**config.mk**
```make
export PLATFORM = sky130hd
export DESIGN_NAME = shift_seq_ctrl_flat
export DESIGN_NICKNAME = d
export VERILOG_FILES = /design/src/rtl/shift_seq_ctrl_if.sv /design/src/rtl/shift_seq_ctrl.sv /design/src/flat_wrapper.sv
export SDC_FILE = /design/constraint.sdc
export NUM_CORES = 1
export LEC_CHECK = 0
export CAP_MARGIN = 40
export CORE_ASPECT_RATIO = 1.1
export CORE_MARGIN = 2
export CORE_UTILIZATION = 50
export DETAILED_ROUTE_END_ITERATION = 10
export PLACE_DENSITY = 0.77
export SLEW_MARGIN = 20
export SYNTH_ARGS = -nofsm -noshare
export SYNTH_HDL_FRONTEND = slang
export SYNTH_SLANG_ARGS = --single-unit
```
**constraint.sdc**
```tcl
create_clock -name clk -period 2 [get_ports clk]
set_input_delay 0.4 -clock clk [delete_from_list [all_inputs] [get_ports clk]]
set_output_delay 0.4 -clock clk [all_outputs]
set_load 0.02 [all_outputs]
```
**src/rtl/shift_seq_ctrl_if.sv**
```systemverilog
// Bundle of signals between shift_seq_ctrl, its requester and the attached shift register.
// master = requester/shifter side, slave = sequencer side.
interface shift_seq_ctrl_if #(
  parameter int WIDTH = 8,
  parameter int CW    = 4
);
  logic             start;
  logic             dir;
  logic [WIDTH-1:0] din;
  logic [CW-1:0]    len;
  logic             so_in;
  logic             busy;
  logic             done;
  logic [WIDTH-1:0] dout;
  logic             si;
  logic             lr;
  logic             shift_en;

  modport master (
    output start, dir, din, len, so_in,
    input  busy, done, dout, si, lr, shift_en
  );

  modport slave (
    input  start, dir, din, len, so_in,
    output busy, done, dout, si, lr, shift_en
  );
endinterface

```
**src/rtl/shift_seq_ctrl.sv**
```systemverilog
// Sequencer for an external bidirectional shift register: serializes a word on si while
// capturing the bits returned on so_in, over a start/busy/done handshake.
module shift_seq_ctrl #(
  parameter int WIDTH = 8,
  parameter int CW    = 4
) (
  input  logic            clk,
  input  logic            rst,
  shift_seq_ctrl_if.slave bus
);

  typedef enum logic [1:0] {IDLE, SHIFT, DONE} state_e;

  state_e           state_q, state_d;
  logic [WIDTH-1:0] tx_q, tx_d;
  logic [WIDTH-1:0] rx_q, rx_d;
  logic [WIDTH-1:0] dout_q, dout_d;
  logic [CW-1:0]    cnt_q, cnt_d;
  logic [CW-1:0]    len_clamped;
  logic             lr_q, lr_d;

  function automatic logic [CW-1:0] clamp_len(input logic [CW-1:0] l);
    if (l > CW'(WIDTH)) return CW'(WIDTH);
    return l;
  endfunction

  assign len_clamped = clamp_len(bus.len);

  always_ff @(posedge clk) begin
    if (rst) begin
      state_q <= IDLE;
      tx_q    <= '0;
      rx_q    <= '0;
      dout_q  <= '0;
      cnt_q   <= '0;
      lr_q    <= 1'b0;
    end else begin
      state_q <= state_d;
      tx_q    <= tx_d;
      rx_q    <= rx_d;
      dout_q  <= dout_d;
      cnt_q   <= cnt_d;
      lr_q    <= lr_d;
    end
  end

  always_comb begin
    state_d = state_q;
    tx_d    = tx_q;
    rx_d    = rx_q;
    dout_d  = dout_q;
    cnt_d   = cnt_q;
    lr_d    = lr_q;
    unique case (state_q)
      IDLE: begin
        if (bus.start) begin
          tx_d  = bus.din;
          lr_d  = bus.dir;
          cnt_d = len_clamped;
          if (len_clamped == '0) begin
            state_d = DONE;
            dout_d  = rx_q;
          end else begin
            state_d = SHIFT;
          end
        end
      end
      SHIFT: begin
        // so_in is the bit leaving the shifter on this same edge
        if (lr_q) begin
          tx_d = tx_q >> 1;
          rx_d = {bus.so_in, rx_q[WIDTH-1:1]};
        end else begin
          tx_d = tx_q << 1;
          rx_d = {rx_q[WIDTH-2:0], bus.so_in};
        end
        cnt_d = cnt_q - CW'(1);
        if (cnt_q == CW'(1)) begin
          state_d = DONE;
          dout_d  = rx_d;
        end
      end
      DONE: begin
        state_d = IDLE;
      end
      default: begin
        state_d = IDLE;
      end
    endcase
  end

  // All outputs come from registers so si is stable for a full cycle before the shift edge
  assign bus.busy     = (state_q != IDLE);
  assign bus.done     = (state_q == DONE);
  assign bus.shift_en = (state_q == SHIFT);
  assign bus.si       = (state_q == SHIFT) ? (lr_q ? tx_q[0] : tx_q[WIDTH-1]) : 1'b0;
  assign bus.lr       = lr_q;
  assign bus.dout     = dout_q;

endmodule

```
**src/flat_wrapper.sv**
```systemverilog
// flat-port wrapper written by rule: the top's interface ports become plain ports
module shift_seq_ctrl_flat 
#(
  parameter int WIDTH = 8,
  parameter int CW    = 4
)
  (clk, rst, bus_start, bus_dir, bus_din, bus_len, bus_so_in, bus_busy, bus_done, bus_dout, bus_si, bus_lr, bus_shift_en);
  shift_seq_ctrl_if #(.WIDTH(WIDTH), .CW(CW)) bus_i ();
  input  logic clk;
  input  logic rst;
  input wire logic [$bits(bus_i.start)-1:0] bus_start;
  input wire logic [$bits(bus_i.dir)-1:0] bus_dir;
  input wire logic [$bits(bus_i.din)-1:0] bus_din;
  input wire logic [$bits(bus_i.len)-1:0] bus_len;
  input wire logic [$bits(bus_i.so_in)-1:0] bus_so_in;
  output wire logic [$bits(bus_i.busy)-1:0] bus_busy;
  output wire logic [$bits(bus_i.done)-1:0] bus_done;
  output wire logic [$bits(bus_i.dout)-1:0] bus_dout;
  output wire logic [$bits(bus_i.si)-1:0] bus_si;
  output wire logic [$bits(bus_i.lr)-1:0] bus_lr;
  output wire logic [$bits(bus_i.shift_en)-1:0] bus_shift_en;
  assign bus_i.start = bus_start;
  assign bus_i.dir = bus_dir;
  assign bus_i.din = bus_din;
  assign bus_i.len = bus_len;
  assign bus_i.so_in = bus_so_in;
  assign bus_busy = bus_i.busy;
  assign bus_done = bus_i.done;
  assign bus_dout = bus_i.dout;
  assign bus_si = bus_i.si;
  assign bus_lr = bus_i.lr;
  assign bus_shift_en = bus_i.shift_en;
  shift_seq_ctrl #(.WIDTH(WIDTH), .CW(CW)) u_core (.clk(clk), .rst(rst), .bus(bus_i));
endmodule
```
# After elaboration in Yosys (flattened, before gate mapping)
# Cells that the tools add are included.
# op_classes
add_sub_neg	1
order_cmp	1
n_eq_ne	6
n_mux	19
reduce_logical	8
# ops
cell	count
$mux W8	6
$pmux W8 S2	2
$mux W4	3
$pmux W4 S2	1
$mux W2	3
$reduce_and A2 Y1	3
$eq A4 B1 Y1 const B	1
$gt A4 B4 Y1 const B	1
$logic_not A4 Y1	1
$ne A2 B1 Y1 const B	2
$pmux W2 S2	1
$reduce_and A4 Y1	1
$reduce_bool A2 Y1	2
$sub A4 B1 Y4 const B	1
$mux W1	3
$eq A2 B1 Y1 const B	1
$eq A2 B2 Y1 const B	1
$logic_not A2 Y1	1
$ne A2 B2 Y1 const B	1
# word_totals
register_bits	31
input_bits	17
out_inout_bits	13
wordCells	41

# Depth between registers and ports, before layout
# Gate-level depths: netlist of the first run.
# depth
ltp_word	7
ltp_mapped	7
depth_no_buf	5

# Least setup slack after synthesis of the first run
# No wires, ideal clock.
# synth_timing
path_type	register -> output
startpoint	register u_core.lr_q, in the netlist u_core.bus.lr
endpoint	output port bus_si
arrival_ps	1343
required_ps	1600
setup_slack_ps	257
stages_incl_launch_ff	5
n_path_buf	2
cell_sequence	dfxtp_1 buf_2 buf_2 mux2i_1 nor2_1
# synth_via
elab_chain_cells	2
# synth_rtl
element	line	source
from (decl)	shift_seq_ctrl.sv:20	logic lr_q, lr_d;
from (signal assigned)	shift_seq_ctrl.sv:43	lr_q <= lr_d;
$mux W1 (2 in series)	shift_seq_ctrl.sv:96	assign bus.si = (state_q == SHIFT) ? (lr_q ? tx_q[0] : tx_q[WIDTH-1]) : 1'b0;
to (decl)	flat_wrapper.sv:19	output wire logic [$bits(bus_i.si)-1:0] bus_si;
# No other way between the ends.

# Worst setup path in the final report of the first run
# layout_timing
startpoint	register u_core.lr_q, in the netlist u_core.bus.lr
endpoint	output port bus_lr
# layout_lines
element	line	source
to (decl)	flat_wrapper.sv:20	output wire logic [$bits(bus_i.lr)-1:0] bus_lr;
# No word-level cell between the ends.

==> summary.txt, run 1 <==
Status
  – Outcome: finished, final reports clean

Place
  – Dpl cell area: 1890 um2
  – IO buf count: 29
  – Post-DP HPWL: 2420 um
  – GPL Wtd Cong: 0.855

Die
  – Total core area: 2830 um2
  – I/O pin count: 30
  – Die span in y: 61.8 um
  – Die area: 3490 um2
  – Overall die width: 56.5 um
  – Starting Density: 0.537
  – Num rows: 20

STA
  – Tcrit/Tclk final: 0.939
  – RSZ-0062 raised after global routing: no
  – Final Hold Vio Count: 0
  – Setup TNS: 0 ns
  – Final Skew: 0.00390 ns
  – Tightest Pin Transition: 0.417 ns
  – Max-slew headroom: 0.722
  – F_max: 532 MHz
  – Slew Limit Fails: 0
  – Hold Slack: 0.487 ns
  – Final setup violation count: 0
  – Final min period: 1.88 ns

Critical path
  – Startpoint types: flip-flop
  – Data required time of the worst path: 1.60 ns
  – Worst path cell trace: clkdlybuf4s50_1
  – Worst R2R Path Depth: 6
  – Top delay family on crit path: buffers and inverters
  – Slowest cell delay on critical path: 0.66 ns
  – Critical path buffers and inverters: 1
  – CP Max Fanout: 6
  – Critical setup path kind: reg -> out
  – Critical Path Stages: 1
  – Worst path slowest cell: clkdlybuf4s50_1
  – Crit path DAT: 1.48 ns
  – CP endpoint kind: output pin

Drt
  – Vias: 1345
  – Vias per Instance: 5.60
  – Drt pass-1 iters: 4
  – Initial drt markers: 48
  – DRT antenna net count: 0
  – Post-Route WL: 3350 um
  – # DRC: 0
  – Drt wl/cell: 14.0 um

CTS
  – Max Root-Sink Buffers: 2
  – Total clock buffers created by CTS: 5
  – Post-CTS setup buffers: 0
  – Root Buffer: clkbuf_4
  – Clk pin slew, worst setup/hold paths: 0.09 ns
  – Hold buffer count at cts: 0
  – Clk sinks: 31
  – CTS tree: done
  – Depth of the CTS H-tree: 2
  – Clk_lat worst skew: 0.33 ns

Finish
  – Fraction of final layout cells with drive strength greater than 1: 0.140
  – Multi-input gate area: 817 um2
  – Final-stage net count: 225
  – Layout area overhead: 28.0%
  – Final instance area: 1940 um2
  – Sequential Area: 622 um2
  – Fillers: 254
  – Diode count: 0
  – Final core utilization: 0.687

Yosys
  – Async SR Flop Fraction: 0
  – Post-Syn Area: 1520 um2
  – Mapped Avg Cell Area: 8.98 um2
  – Area contributors post-synth: dfxtp_1, mux2i_1, mux2_2
  – Top FF cell, synth: dfxtp_1
  – Synthesis Warnings: 0
  – Register area share after synthesis: 0.409
  – Post-synth EDFFs: 0
  – Cell variety after synth: 32
  – Top-area cell type share of the netlist area: 0.409
  – Largest area contributor in the netlist: dfxtp_1
  – Syn nets: 188
  – Top cells by count, synth: dfxtp_1, nor2_1, nand2_1
  – Yosys reg bits: 31
  – Cells after Synth: 169
  – Top-count cell post-synth: dfxtp_1

Power and ir drop
  – Pwr Total: 1.39 mW
  – P_leak: 0.766 nW
  – Pwr/cell area: 715 nW/um2
  – Worst vdd ir: 616 uV

Job
  – Max Cap Violations: 0

GRT
  – Total gr overflow: 0
  – GRT Overall Usage: 0.209
  – First-pass GRT wire length: 5520 um
  – Initial antenna violation count: 0
  – Number of global-route vias before repair: 1216
  – Pin count of the biggest net entering global routing: 33

Hold path
  – Min-Delay Path Class: reg -> reg
  – Hold Crit Depth: 2
[final timing paths]
check / startpoint / endpoint / slack (ns)
worst min register to register: u_core.tx_q[1] / u_core.tx_q[1] / 0.49
worst max-delay path: u_core.bus.lr / bus_lr / 0.12
worst min-delay path: u_core.tx_q[1] / u_core.tx_q[1] / 0.49
worst max register to register: u_core.state_q[0] / u_core.bus.dout[2] / 0.34
[state kept, by name (all words and copies together) (netlist names)]
signal           flops
u_core.state_q       2
u_core.rx_q          8
u_core.cnt_q         4
u_core.tx_q          8
u_core.bus.dout      8
u_core.bus.lr        1
[what timing repair did]
action	in CTS	in global routing
gates resized for setup	3	2
setup endpoints to repair	3	2
cloned	0	0
[per-layer routing]
| layer | share of wire | routed length [um] | global-route usage |
|---|---|---|---|
| met5 | 0 | 0 | 0 |
| met1 | 0.42 | 1420 | 0.246 |
| met2 | 0.51 | 1710 | 0.359 |
| met3 | 0.058 | 196 | 0.0683 |
| met4 | 0.0075 | 25 | 0.0816 |
[worst reg2reg max path: cells and delay by family, from the launching register on]
family	cells	cell delay [ns]
compound gates	1	0.29
buf+inv	2	0.43
flops	1	0.44
mux	1	0.21
simple gates	2	0.25
[cell type report]
type	count	area share
multi-input cells	122	0.420
flip-flops and latches	31	0.320
repair buffers	40	0.200
clock buffers	7	0.0232
well taps	33	0.0212
inverters	6	0.0129
clock inverters	1	0.00258
[cells by family after synthesis]
group	count (synthesis)	synth area share
multiplexers	25	0.171
AO/OA/AOI/OAI	36	0.165
flip-flops	31	0.409
AND/OR/NAND/NOR	59	0.185
adder cells (fa/ha/maj)	2	0.0165
buffers and inverters	16	0.0528
[cells in the final DEF (no fill, tap or decap), types with 2 or more instances in the layout]
| cell | n |
|---|---|
| dfxtp_1 | 30 |
| clkdlybuf4s50_1 | 25 |
| nor2_1 | 19 |
| nand2_1 | 18 |
| mux2i_1 | 17 |
| a21oi_1 | 12 |
| buf_4 | 10 |
| nor2b_1 | 9 |
| a211oi_1 | 8 |
| mux2_2 | 7 |
| o211ai_1 | 6 |
| inv_1 | 5 |
| clkbuf_4 | 5 |
| nand2b_1 | 4 |
| o21ai_0 | 4 |
| nor3_1 | 3 |
| nor3b_1 | 2 |
| ha_1 | 2 |
| clkbuf_1 | 2 |
| dlymetal6s2s_1 | 2 |
| dlygate4sd2_1 | 2 |
[metrics by stage]
stage / instances / setup slack [ns]
after CTS: 240 / 0.0386
after global routing: 240 / 0.0465
final: 240 / 0.122
after detailed placement: 232 / 0.0421
after global placement: 232 / 0.0747
after floorplan: 169 / 0.257
[report_power, final]
group | internal (mW) | leakage [nW] | switching (mW) | total, mW
registers | 0.670 | 0.255 | 0.0429 | 0.713
logic | 0.162 | 0.481 | 0.174 | 0.336
clock network | 0.137 | 0.0293 | 0.204 | 0.341
(Power assumes the default switching activity.)
==> inputs of run 2 (changes only) <==
==> constraint.sdc (replaced) <==
create_clock -name clk -period 2 [get_ports clk]
set_input_delay 0.3 -clock clk [delete_from_list [all_inputs] [get_ports clk]]
set_output_delay 0.3 -clock clk [all_outputs]
set_load 0.02 [all_outputs]
==> run 2 against run 1 <==
  * Global-route usage rose by 1.0 points
  * Fmax increased by 1.3%
  * Sequential power about the same
  * Wire length increased by 0.95%
  * Sequential share of layout area grew 0.29 points
  * Hold slack got worse by 0.0051 ns
  * Count of clock-buffer cells in the layout is 2 lower
  * Register-to-register slack improved by 0.02 ns
  * First-iteration DRC count rose by 19%
  * Critical path type unchanged
==> summary.txt, run 2 (synthesis results as in run 1) <==
GRT
  – First-pass GRT wire length: 5800 um
  – Total gr overflow: 0
  – GRT Overall Usage: 0.219
  – Pin count of the biggest net entering global routing: 33
  – Number of global-route vias before repair: 1357
  – Initial antenna violation count: 0

Drt
  – Vias per Instance: 5.65
  – Drt wl/cell: 14.2 um
  – DRT antenna net count: 0
  – Drt pass-1 iters: 4
  – WL met3: 174 um
  – Initial drt markers: 57
  – # DRC: 0
  – Met1 Wirelength: 1480 um
  – Vias: 1351
  – Met2 Wirelength: 1640 um
  – Post-Route WL: 3380 um
  – Max layer used: met4

CTS
  – Clk pin slew, worst setup/hold paths: 0.10 ns
  – Root Buffer: clkbuf_4
  – Max Root-Sink Buffers: 2
  – Hold buffer count at cts: 0
  – Total clock buffers created by CTS: 5
  – Clk sinks: 31
  – Clk_lat worst skew: 0.35 ns
  – Depth of the CTS H-tree: 2
  – CTS tree: done
  – Post-CTS setup buffers: 0

Critical path
  – CP Max Fanout: 7
  – Data required time of the worst path: 1.70 ns
  – CP endpoint kind: output pin
  – Critical setup path kind: reg -> out
  – Startpoint types: flip-flop
  – Crit path DAT: 1.55 ns

Finish
  – Commonest non-fill, non-tap cells in the layout: dfxtp_1, clkdlybuf4s50_1, nor2_1
  – Diode count: 0
  – Final std cells w/o fill: 239
  – Final-stage net count: 224
  – Fraction of final layout cells with drive strength greater than 1: 0.150
  – Final instance area: 1930 um2
  – Layout area overhead: 26.9%
  – Most common cell after layout, fill and taps aside: dfxtp_1

Power and ir drop
  – Cell Int Power: 959 uW
  – Pwr Total: 1.40 mW
  – Pwr/cell area: 729 nW/um2
  – P_leak: 0.744 nW
  – Clock power frac: 0.254
  – Net switching power: 444 uW
  – Sequential power share: 0.507
  – Combinational share of power: 0.239
  – Worst vdd ir: 586 uV
  – Net Sw Frac: 0.316

STA
  – Final min period: 1.85 ns
  – Final setup violation count: 0
  – Max-slew headroom: 0.720
  – Setup TNS: 0 ns
  – F_max: 539 MHz
  – Slew Limit Fails: 0
  – Final Skew: 0.00949 ns
  – Tightest Pin Transition: 0.420 ns
  – Tcrit/Tclk final: 0.927
  – Final Hold Vio Count: 0
  – RSZ-0062 raised after global routing: no

Die
  – Die area: 3490 um2
  – Starting Density: 0.537
  – I/O pin count: 30
  – Die span in y: 61.8 um
  – Total core area: 2830 um2
  – Overall die width: 56.5 um
  – Num rows: 20

Place
  – Post-DP HPWL: 2400 um
  – Dpl cell area: 1870 um2
  – IO buf count: 29
  – Dpl cells: 231
  – GPL Wtd Cong: 0.843

Status
  – Outcome: finished, final reports clean

Hold path
  – Min-Delay Path Class: reg -> reg

Job
  – Max Cap Violations: 0
## run 2: cell types whose count changed in the layout (fill, tap and decap cells not counted)
cell / previous run / this run
clkbuf_1: 2 / 0
nand2b_1: 4 / 3
clkinv_2: 1 / 3
buf_12: 1 / 0
dlymetal6s2s_1: 2 / 1
clkdlybuf4s50_1: 25 / 26
nand2b_2: 0 / 1
## run 2: repair_timing
action	in CTS	in global routing
resized for setup	3	2
endpoints found under the setup margin	2	2
gates cloned	0	0
## run 2: power by group through the flow
stage	sequential [mW]	clock, mW	combinational (mW)
global route	0.720	0.391	0.370
global placement	0.721	0	0.324
floorplan	0.717	0	0.224
finish	0.711	0.356	0.336
detailed placement	0.725	0	0.336
CTS	0.711	0.365	0.337
## run 2: final cells by class
type | count | area, um2
well taps | 33 | 41.3
flip-flops and latches | 31 | 622
clock inverters | 3 | 15.0
repair buffers | 39 | 365
clock buffers | 5 | 37.5
fillers | 245 | 902
inverters | 6 | 25.0
multi-input cells | 122 | 820
## run 2: worst paths after layout
check                           slack [ns]                 end  cells after the start               from
worst max-delay path                  0.15            bus_done                      3  u_core.state_q[1]
worst min-delay path                  0.48      u_core.tx_q[3]                      2     u_core.tx_q[3]
worst max register to register        0.36  u_core.bus.dout[5]                      4  u_core.state_q[1]
worst min register to register        0.48      u_core.tx_q[3]                      2     u_core.tx_q[3]
## run 2: worst max-delay path: stages, from the launching register on
cell,delay (ns)
dfxtp_2,0.41
inv_1,0.09
nor2_1,0.10
clkdlybuf4s50_1,0.60
## run 2: through the flow
step,hold WS (ns),worst slack [ns],utilization
finish,0.482,0.146,0.681
global route,0.523,0.0771,0.681
CTS,0.479,0.00185,0.680
detailed placement,0.469,0.100,0.661
global placement,0.465,0.126,0.661
floorplan,0.447,0.357,-
## run 2: metal layers
layer,up-vias,GRT usage
li1,667,-
met1,641,0.235
met2,34,0.395
met3,9,0.0704
met4,0,0.112
met5,-,0
